**src/rtl/ps2_frame_rx.sv**
```systemverilog
// ---------------------------------------------------------------------------
// ps2_frame_rx
//
// PS/2 device-to-host frame receiver. Conditions the raw ps2_clk / ps2_data
// lines (2-flop synchroniser + run-length glitch filter), detects falling
// edges of the filtered clock, and deserialises 11-bit frames:
// start(0), 8 data bits LSB first, odd parity, stop(1).
//
// Ports
//   clk           in   main clock (16 MHz nominal)
//   reset         in   synchronous, active-low
//   ps2_clk       in   PS/2 clock line (read only)
//   ps2_data      in   PS/2 data line (read only)
//   rx_enable     in   1 = receive allowed, 0 = transmitter owns the bus
//   rx_data       out  last byte that passed all checks
//   rx_valid      out  one-cycle strobe: good frame, rx_data updated
//   rx_busy       out  high while a frame is in progress
//   parity_error  out  one-cycle strobe: parity check failed
//   frame_error   out  one-cycle strobe: stop bit was 0
//   rx_timeout    out  one-cycle strobe: in-frame gap too long
//   dbg_state     out  current receive FSM state (debug observation)
//
// Handshake: results are push-only strobes. rx_valid qualifies rx_data for
// exactly one cycle; there is no ready/backpressure, the consumer must take
// the byte in that cycle. At most one of the four strobes is high per cycle.
// ---------------------------------------------------------------------------
module ps2_frame_rx #(
  parameter int FILTER_LEN     = 8,
  parameter int TIMEOUT_CYCLES = 32000
) (
  input  logic       clk,
  input  logic       reset,
  input  logic       ps2_clk,
  input  logic       ps2_data,
  input  logic       rx_enable,
  output logic [7:0] rx_data,
  output logic       rx_valid,
  output logic       rx_busy,
  output logic       parity_error,
  output logic       frame_error,
  output logic       rx_timeout,
  output logic [1:0] dbg_state
);

  localparam int FCW = (FILTER_LEN > 1) ? $clog2(FILTER_LEN) : 1;
  localparam int GW  = $clog2(TIMEOUT_CYCLES + 1);

  typedef enum logic [1:0] {
    S_IDLE   = 2'd0,
    S_DATA   = 2'd1,
    S_PARITY = 2'd2,
    S_STOP   = 2'd3
  } state_t;

  // -------------------------------------------------------------------------
  // Line conditioning. Index 0 = ps2_clk, index 1 = ps2_data.
  // -------------------------------------------------------------------------
  logic [1:0]          sync1_q, sync2_q;
  logic [1:0]          filt_q, filt_d;
  logic [1:0][FCW-1:0] fcnt_q, fcnt_d;
  logic                clk_prev_q;
  logic                fall;
  logic                data_bit;

  // The filtered value only moves after FILTER_LEN consecutive synchronised
  // samples disagree with it; any agreeing sample restarts the run.
  always_comb begin
    filt_d = filt_q;
    fcnt_d = fcnt_q;
    for (int i = 0; i < 2; i++) begin
      if (sync2_q[i] != filt_q[i]) begin
        if (fcnt_q[i] == FCW'(FILTER_LEN - 1)) begin
          filt_d[i] = sync2_q[i];
          fcnt_d[i] = '0;
        end else begin
          fcnt_d[i] = fcnt_q[i] + 1'b1;
        end
      end else begin
        fcnt_d[i] = '0;
      end
    end
  end

  always_ff @(posedge clk) begin
    if (!reset) begin
      sync1_q    <= 2'b11;
      sync2_q    <= 2'b11;
      filt_q     <= 2'b11;
      fcnt_q     <= '0;
      clk_prev_q <= 1'b1;
    end else begin
      sync1_q    <= {ps2_data, ps2_clk};
      sync2_q    <= sync1_q;
      filt_q     <= filt_d;
      fcnt_q     <= fcnt_d;
      clk_prev_q <= filt_q[0];
    end
  end

  assign fall     = clk_prev_q & ~filt_q[0];
  assign data_bit = filt_q[1];

  // -------------------------------------------------------------------------
  // Frame FSM
  // -------------------------------------------------------------------------
  state_t        state_q, state_d;
  logic [7:0]    shift_q, shift_d;
  logic [2:0]    cnt_q, cnt_d;
  logic          par_q, par_d;
  logic [GW-1:0] gap_q, gap_d;
  logic [7:0]    rx_data_q, rx_data_d;
  logic          valid_q, valid_d;
  logic          perr_q, perr_d;
  logic          ferr_q, ferr_d;
  logic          tout_q, tout_d;

  always_comb begin
    state_d   = state_q;
    shift_d   = shift_q;
    cnt_d     = cnt_q;
    par_d     = par_q;
    gap_d     = gap_q;
    rx_data_d = rx_data_q;
    valid_d   = 1'b0;
    perr_d    = 1'b0;
    ferr_d    = 1'b0;
    tout_d    = 1'b0;

    if (!rx_enable) begin
      // Transmitter owns the bus: abandon any frame, emit nothing.
      state_d = S_IDLE;
      gap_d   = '0;
    end else begin
      if (state_q == S_IDLE || fall) begin
        gap_d = '0;
      end else begin
        gap_d = gap_q + 1'b1;
      end

      // gap_q counts cycles since the last fall took effect, so the strobe
      // lands exactly TIMEOUT_CYCLES clocks after that fall.
      if (state_q != S_IDLE && !fall && gap_q == GW'(TIMEOUT_CYCLES - 1)) begin
        tout_d  = 1'b1;
        state_d = S_IDLE;
        gap_d   = '0;
      end else if (fall) begin
        unique case (state_q)
          S_IDLE: begin
            if (!data_bit) begin
              shift_d = '0;
              cnt_d   = '0;
              state_d = S_DATA;
            end
          end
          S_DATA: begin
            shift_d[cnt_q] = data_bit;
            if (cnt_q == 3'd7) begin
              state_d = S_PARITY;
            end else begin
              cnt_d = cnt_q + 1'b1;
            end
          end
          S_PARITY: begin
            par_d   = data_bit;
            state_d = S_STOP;
          end
          S_STOP: begin
            state_d = S_IDLE;
            // A bad stop bit hides any parity problem.
            if (!data_bit) begin
              ferr_d = 1'b1;
            end else if (^{shift_q, par_q} == 1'b0) begin
              perr_d = 1'b1;
            end else begin
              valid_d   = 1'b1;
              rx_data_d = shift_q;
            end
          end
          default: state_d = S_IDLE;
        endcase
      end
    end
  end

  always_ff @(posedge clk) begin
    if (!reset) begin
      state_q   <= S_IDLE;
      shift_q   <= '0;
      cnt_q     <= '0;
      par_q     <= 1'b0;
      gap_q     <= '0;
      rx_data_q <= '0;
      valid_q   <= 1'b0;
      perr_q    <= 1'b0;
      ferr_q    <= 1'b0;
      tout_q    <= 1'b0;
    end else begin
      state_q   <= state_d;
      shift_q   <= shift_d;
      cnt_q     <= cnt_d;
      par_q     <= par_d;
      gap_q     <= gap_d;
      rx_data_q <= rx_data_d;
      valid_q   <= valid_d;
      perr_q    <= perr_d;
      ferr_q    <= ferr_d;
      tout_q    <= tout_d;
    end
  end

  assign rx_data      = rx_data_q;
  assign rx_valid     = valid_q;
  assign parity_error = perr_q;
  assign frame_error  = ferr_q;
  assign rx_timeout   = tout_q;
  assign rx_busy      = (state_q != S_IDLE);
  assign dbg_state    = state_q;

endmodule

```
**config.mk**
```make
export PLATFORM = sky130hd
export DESIGN_NAME = ps2_frame_rx
export DESIGN_NICKNAME = d
export VERILOG_FILES = /design/src/rtl/ps2_frame_rx.sv
export SDC_FILE = /design/constraint.sdc
export NUM_CORES = 1
export LEC_CHECK = 0
export BUFFER_PORTS_ARGS = -buffer_cell sky130_fd_sc_hd__buf_2
export CORE_ASPECT_RATIO = 0.8
export CORE_MARGIN = 4
export CORE_UTILIZATION = 45
export CTS_BUF_LIST = sky130_fd_sc_hd__clkbuf_4
export DETAILED_ROUTE_END_ITERATION = 10
export HOLD_SLACK_MARGIN = 0.1
export MAX_ROUTING_LAYER = met4
export PLACE_DENSITY = 0.6
export SYNTH_ARGS = -nofsm -noshare
export SYNTH_HDL_FRONTEND = slang
export SYNTH_SLANG_ARGS = --single-unit
```
**constraint.sdc**
```tcl
create_clock -name clk -period 2.03 [get_ports clk]
set_input_delay 0.406 -clock clk [delete_from_list [all_inputs] [get_ports clk]]
set_output_delay 0.406 -clock clk [all_outputs]
set_load 0.02 [all_outputs]
```
==> impl_metrics.tcl <==
set metrics [dict create \
    fill_cells 495 \
    syn_to_final_growth_pct 11.2 \
    p_per_area_nw_per_um2 626 \
    crit_chain "inv_1 > ha_1 > inv_1 > buf_2" \
    dieArea_um2 6660 \
    ff2ff_path_depth 7 \
    start_kind "flop" \
    worstSetupEndpointType "output port" \
    hpwl_mm 3.24 \
    synth_top_area_share_pct 44.4 \
    portBuffers 19 \
    ant_nets 0 \
    grt_util_all_layers_pct 14.6 \
    drc 0 \
    required_ns 1.62 \
    first_global_vias 1601 \
    worst-setup-path-type "flop to output port" \
    cts_tree "yes" \
    fmax_mhz 545 \
    syn_area_per_cell_um2 9.51 \
    synth-seq-area-share_pct 44.4 \
    antenna_found_initial 0 \
    min_path_type "primary input to flop" \
    crit_slowest_cell "dfxtp_1" \
    yosysMostFrequentCell "dfxtp_1" \
    synth_edf_count 0 \
    core_area_um2 5120 \
    status "finished clean" \
    ctsHoldBuffers 0 \
    grt_max_degree 42 \
    clk_latency_ns 0.36 \
    overflow 0 \
    leakage_nw 1.09 \
    ys_top_cells_by_area "dfxtp_1 44%, ha_1 5.7%, mux2i_1 5.3%" \
    finalHoldViolCount 0 \
    cts.sink_count 54 \
    routabilityCongestion 0.840 \
    dp.cells 333 \
    slowest_delay_ns 0.44 \
    start_util_pct 47.5 \
    cts_root_buf "clkbuf_4" \
    layout.cells.non_filler 341 \
    critPathMaxFanout 8 \
    final_layout_size_suffix_gt1_share_pct 15.1 \
    yosys_warnings 0 \
    setup_violations 0 \
    grt_pass1_wl_mm 7.61 \
    rr_endpoint "shift_q[2]" \
    wl_per_cell_um 13.1 \
    dr.first_iter.drc_count 75 \
    period_needed_ns 1.83 \
    synth-seq-cells 54 \
    startpoint "dbg_state[0]" \
    cts_buffers 5 \
    tns_ns 0 \
    seq_area_um2 1080 \
    diodes 0 \
    r2r_slack_ns 0.21 \
    skew_ns 0.00552 \
    drt_wl_total_mm 4.45 \
    yosys-top-cells-count "54 x dfxtp_1, 29 x nand2_1, 22 x nor2_1" \
    io_pins 20 \
    endpoint "rx_busy" \
    cap_violations 0 \
    firstDrtPassIters 4 \
    syn_area_um2 2430 \
    yosys.area.top_type "dfxtp_1" \
    slew_headroom_pct 62.6 \
    path_common_cell "inv_1" \
    vias_per_cell 5.23 \
    path_clk_slew_ns 0.15 \
    rsz0062_at_grt "false" \
    rows 23 \
    die_height_um 73.8 \
    cts_max_level 2 \
    worstPathArrival_ns 1.43 \
    tightest_slew_ns 0.554 \
    ir_worst_vdd_v 0.000365 \
    ys.flop_type "dfxtp_1" \
    period_share_pct 90.4 \
    synth_cells 256 \
    multi_input_area_um2 1300 \
    num_vias 1782 \
    post_synth_num_cell_types 38 \
    die_w_um 90.2 \
    slew_viol_final 0 \
    syn-num-nets 272 \
    reg2reg_from "dbg_state[0]" \
    clockBufferDepth 2 \
    synthArstFlopShare_pct 0 \
    num-nets-final 294 \
]
[worst min-delay path by stage]
stage	endpoint	start	slack (ns)	depth (start not counted)
final	sync1_q[0]	ps2_clk	0.22	2
after global routing	sync1_q[0]	ps2_clk	0.18	2
after CTS	sync1_q[0]	ps2_clk	0.20	2
after detailed placement	sync2_q[1]	sync1_q[1]	0.40	1
after global placement	sync2_q[1]	sync1_q[1]	0.39	1
after floorplan	sync2_q[0]	sync1_q[0]	0.39	1
[cell families (layout without fill, tap and decap cells)]
logic type | count (synthesis) | in the layout | synth area share [%]
AOI/OAI and AO/OA | 30 | 30 | 8.95
xor gates and xnor gates | 21 | 21 | 8.74
adders and majority gates | 11 | 11 | 5.66
buffers and inverters | 16 | 39 | 2.57
DFF | 54 | 54 | 44.4
muxes | 14 | 14 | 6.27
and+or+nand+nor | 110 | 110 | 23.4
[stage by stage]
stage | setup slack [ns] | total power [W] | utilization (%) | hold slack (ns) | instance area [µm²]
after floorplan | 0.0611 | 0.00111 | - | 0.386 | 2430
after global placement | 0.276 | 0.00112 | 51.1 | 0.389 | 2620
after detailed placement | 0.257 | 0.00112 | 51.1 | 0.402 | 2620
after CTS | 0.173 | 0.00172 | 52.7 | 0.198 | 2700
after global routing | 0.0785 | 0.00177 | 52.8 | 0.182 | 2710
final | 0.196 | 0.00170 | 52.8 | 0.222 | 2710
[critical path, delay by kind of cell, from the launching register on]
| family | cells | cell delay [ns] |
|---|---|---|
| adder cells (fa/ha/maj) | 1 | 0.31 |
| buffers and inverters | 3 | 0.33 |
| flip-flops | 1 | 0.44 |
[metal layers]
layer | part of all wire [%] | global-route usage (%)
met3 | 3.7 | 3.58
met4 | 0.90 | 3.57
met2 | 37 | 19.2
met1 | 58 | 21.9
met5 | 0 | -
[cells in the final DEF, fill, tap and decap left out, drive strengths merged]
cell	n
nor4	1
nor2	22
nand4	6
a41oi	1
mux2i	14
nor3	5
nand2b	8
and4b	1
and3b	1
nand3	6
o21bai	1
dfxtp	54
o221a	4
xnor2	5
xnor3	2
ha	11
nor2b	12
clkinv	1
o31a	1
a22oi	2
and2	6
nor3b	3
xor2	14
clkbuf	5
a31oi	4
a21oi	4
and4	4
o211ai	2
nand3b	2
inv	5
bufinv	1
nand2	29
a2111oi	1
o311ai	1
o21a	4
buf	27
and3	4
o21ai	5
[repair_timing]
item                                    in CTS  in global routing
gates resized for setup                      0                  2
setup buffers                                0                  0
endpoints found under the setup margin       0                  3
[power breakdown]
group,switching (W),internal [W],leakage [nW]
Clock,0.000335,0.000262,0.0456
Combinational,0.0000195,0.0000111,0.606
Sequential,0.00000203,0.00107,0.436
[registers in the layout, indices dropped and copies added, names as in the netlist]
signal	cells
clk_prev_q	1
cnt_q	3
dbg_state	2
fcnt_q	6
filt_q	2
frame_error	1
gap_q	15
par_q	1
parity_error	1
rx_data	8
rx_timeout	1
rx_valid	1
shift_q	8
sync1_q	2
sync2_q	2
[cell type report]
type / instances / share of cell area (%)
Timing Repair Buffer: 27 / 5.73
Tap cell: 62 / 2.87
Clock inverter: 3 / 1.62
Clock buffer: 5 / 1.39
Inverter: 4 / 0.555
Sequential cell: 54 / 39.9
Multi-Input combinational cell: 186 / 47.9
No activity file was read; power rests on OpenSTA's default activity.
